`config.mk`:
```
export PLATFORM = sky130hd
export DESIGN_NAME = frac_rate_counter_cascade
export DESIGN_NICKNAME = d
export VERILOG_FILES = /design/src/rtl/frac_rate_counter_cascade.sv
export SDC_FILE = /design/constraint.sdc
export NUM_CORES = 1
export LEC_CHECK = 0
export ABC_CLOCK_PERIOD_IN_PS = 2300
export CORE_AREA = 2 2 51 76
export CTS_BUF_LIST = sky130_fd_sc_hd__clkbuf_4
export CTS_CLUSTER_DIAMETER = 150
export DETAILED_ROUTE_END_ITERATION = 7
export DIE_AREA = 0 0 53 78
export GPL_ROUTABILITY_DRIVEN = 1
export MAX_ROUTING_LAYER = met4
export PLACE_DENSITY_LB_ADDON = 0.05
export SETUP_SLACK_MARGIN = 0.05
export SYNTH_ARGS = -nofsm -noshare
export SYNTH_HDL_FRONTEND = slang
export SYNTH_SLANG_ARGS = --single-unit
```
`constraint.sdc`:
```
create_clock -name CK -period 2.3 [get_ports CK]
set_input_delay 0.575 -clock CK [delete_from_list [all_inputs] [get_ports CK]]
set_output_delay 0.575 -clock CK [all_outputs]
set_load 0.01 [all_outputs]
```
`src/rtl/frac_rate_counter_cascade.sv`:
```
// Cascaded ripple-enable counter with a rate comparator: Z fires C times per 2^N enabled cycles.
// Optional macro ZPIPE_EN adds one output register stage on Z/TC (latency 2 instead of 1).
module frac_rate_counter_cascade #(
  parameter int STAGES      = 4,
  parameter int STAGE_W     = 4,
  parameter int SAT_DEFAULT = 0
) (
  input  logic                       CK,
  input  logic                       RST,
  input  logic                       EN,
  input  logic                       LOAD,
  input  logic [STAGES*STAGE_W-1:0]  LOAD_VAL,
  input  logic [STAGES*STAGE_W-1:0]  C,
  input  logic                       MODE_SAT,
  output logic                       Z,
  output logic                       TC,
  output logic [STAGES*STAGE_W-1:0]  COUNT
);

  localparam int N = STAGES * STAGE_W;

  if (STAGES < 1 || STAGE_W < 1 || SAT_DEFAULT < 0 || SAT_DEFAULT > 1) begin : g_param_check
    $error("frac_rate_counter_cascade: STAGES/STAGE_W must be >=1 and SAT_DEFAULT 0 or 1");
  end

  logic [STAGES-1:0] stage_inc;
  logic [STAGES-1:0] stage_ones;
  logic [N-1:0]      count_inc;
  logic [N-1:0]      count_nxt;
  logic              at_max;
  logic              z_nxt;
  logic              tc_nxt;

  // Stage k steps only when every stage below it is all-ones, so the chain is the carry.
  for (genvar k = 0; k < STAGES; k++) begin : g_stage
    assign stage_ones[k] = &COUNT[k*STAGE_W +: STAGE_W];
    if (k == 0) begin : g_first
      assign stage_inc[k] = EN;
    end else begin : g_rest
      assign stage_inc[k] = stage_inc[k-1] & stage_ones[k-1];
    end
    assign count_inc[k*STAGE_W +: STAGE_W] =
      COUNT[k*STAGE_W +: STAGE_W] + STAGE_W'(stage_inc[k]);
  end

  assign at_max = &stage_ones;

  always_comb begin
    count_nxt = COUNT;
    z_nxt     = 1'b0;
    tc_nxt    = 1'b0;
    if (LOAD) begin
      count_nxt = LOAD_VAL;
    end else if (EN) begin
      // Compare uses the pre-update count so C=0 never fires and C=max misses only COUNT=max.
      z_nxt     = (COUNT < C);
      tc_nxt    = at_max;
      count_nxt = (at_max && MODE_SAT) ? COUNT : count_inc;
    end
  end

  always_ff @(posedge CK) begin
    if (RST) begin
      COUNT <= '0;
    end else begin
      COUNT <= count_nxt;
    end
  end

`ifdef ZPIPE_EN
  logic z_main;
  logic tc_main;

  always_ff @(posedge CK) begin
    if (RST) begin
      z_main  <= 1'b0;
      tc_main <= 1'b0;
      Z       <= 1'b0;
      TC      <= 1'b0;
    end else begin
      z_main  <= z_nxt;
      tc_main <= tc_nxt;
      Z       <= z_main;
      TC      <= tc_main;
    end
  end
`else
  always_ff @(posedge CK) begin
    if (RST) begin
      Z  <= 1'b0;
      TC <= 1'b0;
    end else begin
      Z  <= z_nxt;
      TC <= tc_nxt;
    end
  end
`endif

endmodule
```
==> flow_summary.ini <==
[outcome]
status = finished, final reports clean

[worst_hold_path]
whs_path_depth = 2
whs_endpoint = COUNT[1]
hold_class = flip-flop to flip-flop
min_from = COUNT[1]

[timing]
tightest_slew_ns = 0.4996
relSlewSlack_pct = 66.44
rsz0062_at_grt = no
clock_skew_ns = 0.005076
period_minus_slack_ns = 2.039
slew_viol_final = 0
setup_viol = 0
period_share_pct = 88.63
clock.fmax_mhz = 490.5
hold_violations = 0

[critical_path]
cp-end-kind = flip-flop
cp.arrival_ns = 2.25
cp_top_family = simple AND/OR/NAND/NOR gates
worstSetupPathType = flip-flop to flip-flop
path_cells = nand4_1 -> inv_1 -> nand2_1 -> nor3_1 -> ha_1 -> nand3_1 -> xor2_1 -> a2111oi_2
path_buf_inv = 1
cpPeakStageDelay_ns = 0.46
required_ns = 2.52
r2r_end = COUNT[15]
r2r_slack_ns = 0.26
worstRegToRegCells = 8
cp_slowest_cell = dfxtp_1
start_kind = flip-flop
r2r_start = COUNT[2]
cp_max_fo = 7

[logic_synthesis]
synth.avg_cell_area_um2 = 8.563
synth_commonest_cells = 23 x ha_1, 22 x a211oi_1, 21 x inv_1
synthArstFlopShare_pct = 0
synth_top_area_share_pct = 23.51
synth-main-ff-cell = dfxtp_1
syn_inst = 179
syn_area_um2 = 1533
ys_seq_elements = 18
synthesis.nets = 239
ys_warn_count = 0
synth.distinct_cells = 41
synth_edf_count = 0
synth.yosys.seq_area_share_pct = 23.51
synthTopCellsByArea = dfxtp_1 24%, ha_1 19%, a211oi_1 11%
yosysMostFrequentCell = ha_1
synth_largest_area_cell = dfxtp_1

[grt]
grt_pass1_wl_um = 7251
antenna_found_initial = 0
track_usage_pct = 23.80
grt_pass1_vias = 1549
gr-total-overflow = 0
grt_max_degree = 15

[cells_and_area]
fillers = 308
nNetsFinal = 297
post-route-util_pct = 62.42
final_area_um2 = 2132
ff_latch_area_um2 = 361.6
antennaDiodeCount = 0
drive_gt1_share_pct = 9.322
multiInputGateArea_um2 = 1012
area_delta_synth_final_pct = 39.10

[clock_network]
clk_pin_slew_ns = 0.12
cts_tree = yes
cts_sinks = 18
cts_hold_buf = 0
numCtsBuffers = 3
cts.htree.levels = 1
postCtsSetupBuffers = 0
clockBufferDepth = 2
root_buffer = clkbuf_4
clk_latency_ns = 0.31

[die]
fp.dieH_um = 78
ioPinCount = 55
floorplan.rows = 26
start_util_pct = 44.87
die_width_um = 53
design.die.area_um2 = 4134
coreArea_um2 = 3416

[power]
ir_drop_mv = 0.2994
pwr_density_cell_nw_per_um2 = 387.0
power_leakage_uw = 0.0009401

[detailed_routing]
routed_wl_um = 4462
route.detailed.drc = 0
highest_layer = met4
num_vias = 1602
postRouteAntennaNets = 0
drt-initial-drc-count = 48
wl_met2_um = 2364
vias_per_cell = 5.763
wire_per_inst_um = 16.05
dr.pass1.iters = 4
wl_met1_um = 1797
routed-wl-met3_um = 232

[placed_design]
gp_congestion = 0.8526
placed_area_um2 = 2105
portBuffers = 54
post-dp-hpwl_um = 3614

[job]
cap_violations = 0
flip-flops by register name, summed over array words and instances (netlist names):
signal / cells
COUNT: 16
TC: 1
Z: 1
tightest hold or removal path: cells and delay by family, from the launching register on:
| family | cells | cell delay (ns) |
|---|---|---|
| AOI/OAI and AO/OA | 1 | 0.07 |
| and+or+nand+nor | 1 | 0.11 |
| DFF | 1 | 0.37 |
worst max path at each step:
stage	from	endpoint	slack, ns	cells past startpoint
after floorplan	EN	COUNT[7]	0.45	8
after global placement	EN	COUNT[15]	0.07	7
after detailed placement	EN	COUNT[3]	-0.007	7
after CTS	COUNT[1]	COUNT[15]	0.26	8
after global routing	COUNT[2]	COUNT[7]	0.06	9
final	COUNT[2]	COUNT[15]	0.26	8
power by group:
part           switching (uW)  leakage (uW)  internal [uW]
clock network             113     0.0000154           63.4
logic                     120      0.000775            157
registers                37.9      0.000150            334
repair_timing:
action | 4_1_cts | 5_1_grt
endpoints found under the setup margin | 0 | 2
gates resized for setup | 0 | 1
hold endpoints to repair | 0 | 0
placed cells by master (no fill, tap or decap), types with 3 or more instances in the layout:
| cell type | Yosys | final |
|---|---|---|
| a211oi_1 | 22 | 22 |
| a21oi_1 | 10 | 10 |
| a311oi_1 | 4 | 4 |
| and3_1 | 3 | 3 |
| buf_4 | 1 | 8 |
| clkbuf_4 | 1 | 3 |
| clkdlybuf4s50_1 | 0 | 54 |
| dfxtp_1 | 18 | 17 |
| ha_1 | 23 | 23 |
| inv_1 | 21 | 21 |
| nand2_1 | 3 | 3 |
| nand3_1 | 3 | 3 |
| nand4_1 | 5 | 5 |
| nor2_1 | 12 | 12 |
| nor3_1 | 5 | 5 |
| o21a_1 | 3 | 3 |
| o21ai_0 | 15 | 15 |
cell type report:
class | instances | area share, %
clock inverters | 1 | 0.1761
clock buffers | 3 | 1.056
multi-input cells | 131 | 47.48
flip-flops and latches | 18 | 16.96
repair buffers | 62 | 28.17
inverters | 21 | 3.697
well taps | 42 | 2.465
per-stage QoR:
stage / setup slack (ns) / total power, uW / setup TNS [ns] / hold WS (ns) / cells
after floorplan: 0.4475 / 504.1 / 0 / 0.5444 / 179
after global placement: 0.06598 / 637.6 / 0 / 0.5494 / 274
after detailed placement: -0.006821 / 654.6 / -0.006821 / 0.5703 / 274
after CTS: 0.2562 / 829.5 / 0 / 0.5889 / 278
after global routing: 0.05600 / 875.4 / 0 / 0.6203 / 278
final: 0.2614 / 825.0 / 0 / 0.5845 / 278
kinds of logic (layout without fill, tap and decap cells):
logic type	count (synthesis)	count (layout)	synth area share, %
adder cells (fa/ha/maj)	23	23	18.78
AO/OA/AOI/OAI	64	64	29.06
flip-flops	18	18	23.51
buffers and inverters	30	87	10.45
XOR/XNOR	2	2	1.143
AND/OR/NAND/NOR	42	42	17.06
layer usage:
metal  vias to the layer above  track usage, %
li1                        793               -
met5                         -               -
met2                        54           41.88
met3                         7           2.308
met1                       748           27.34
met4                         0           7.692
Note: power is estimated with default switching activity, not from simulation.
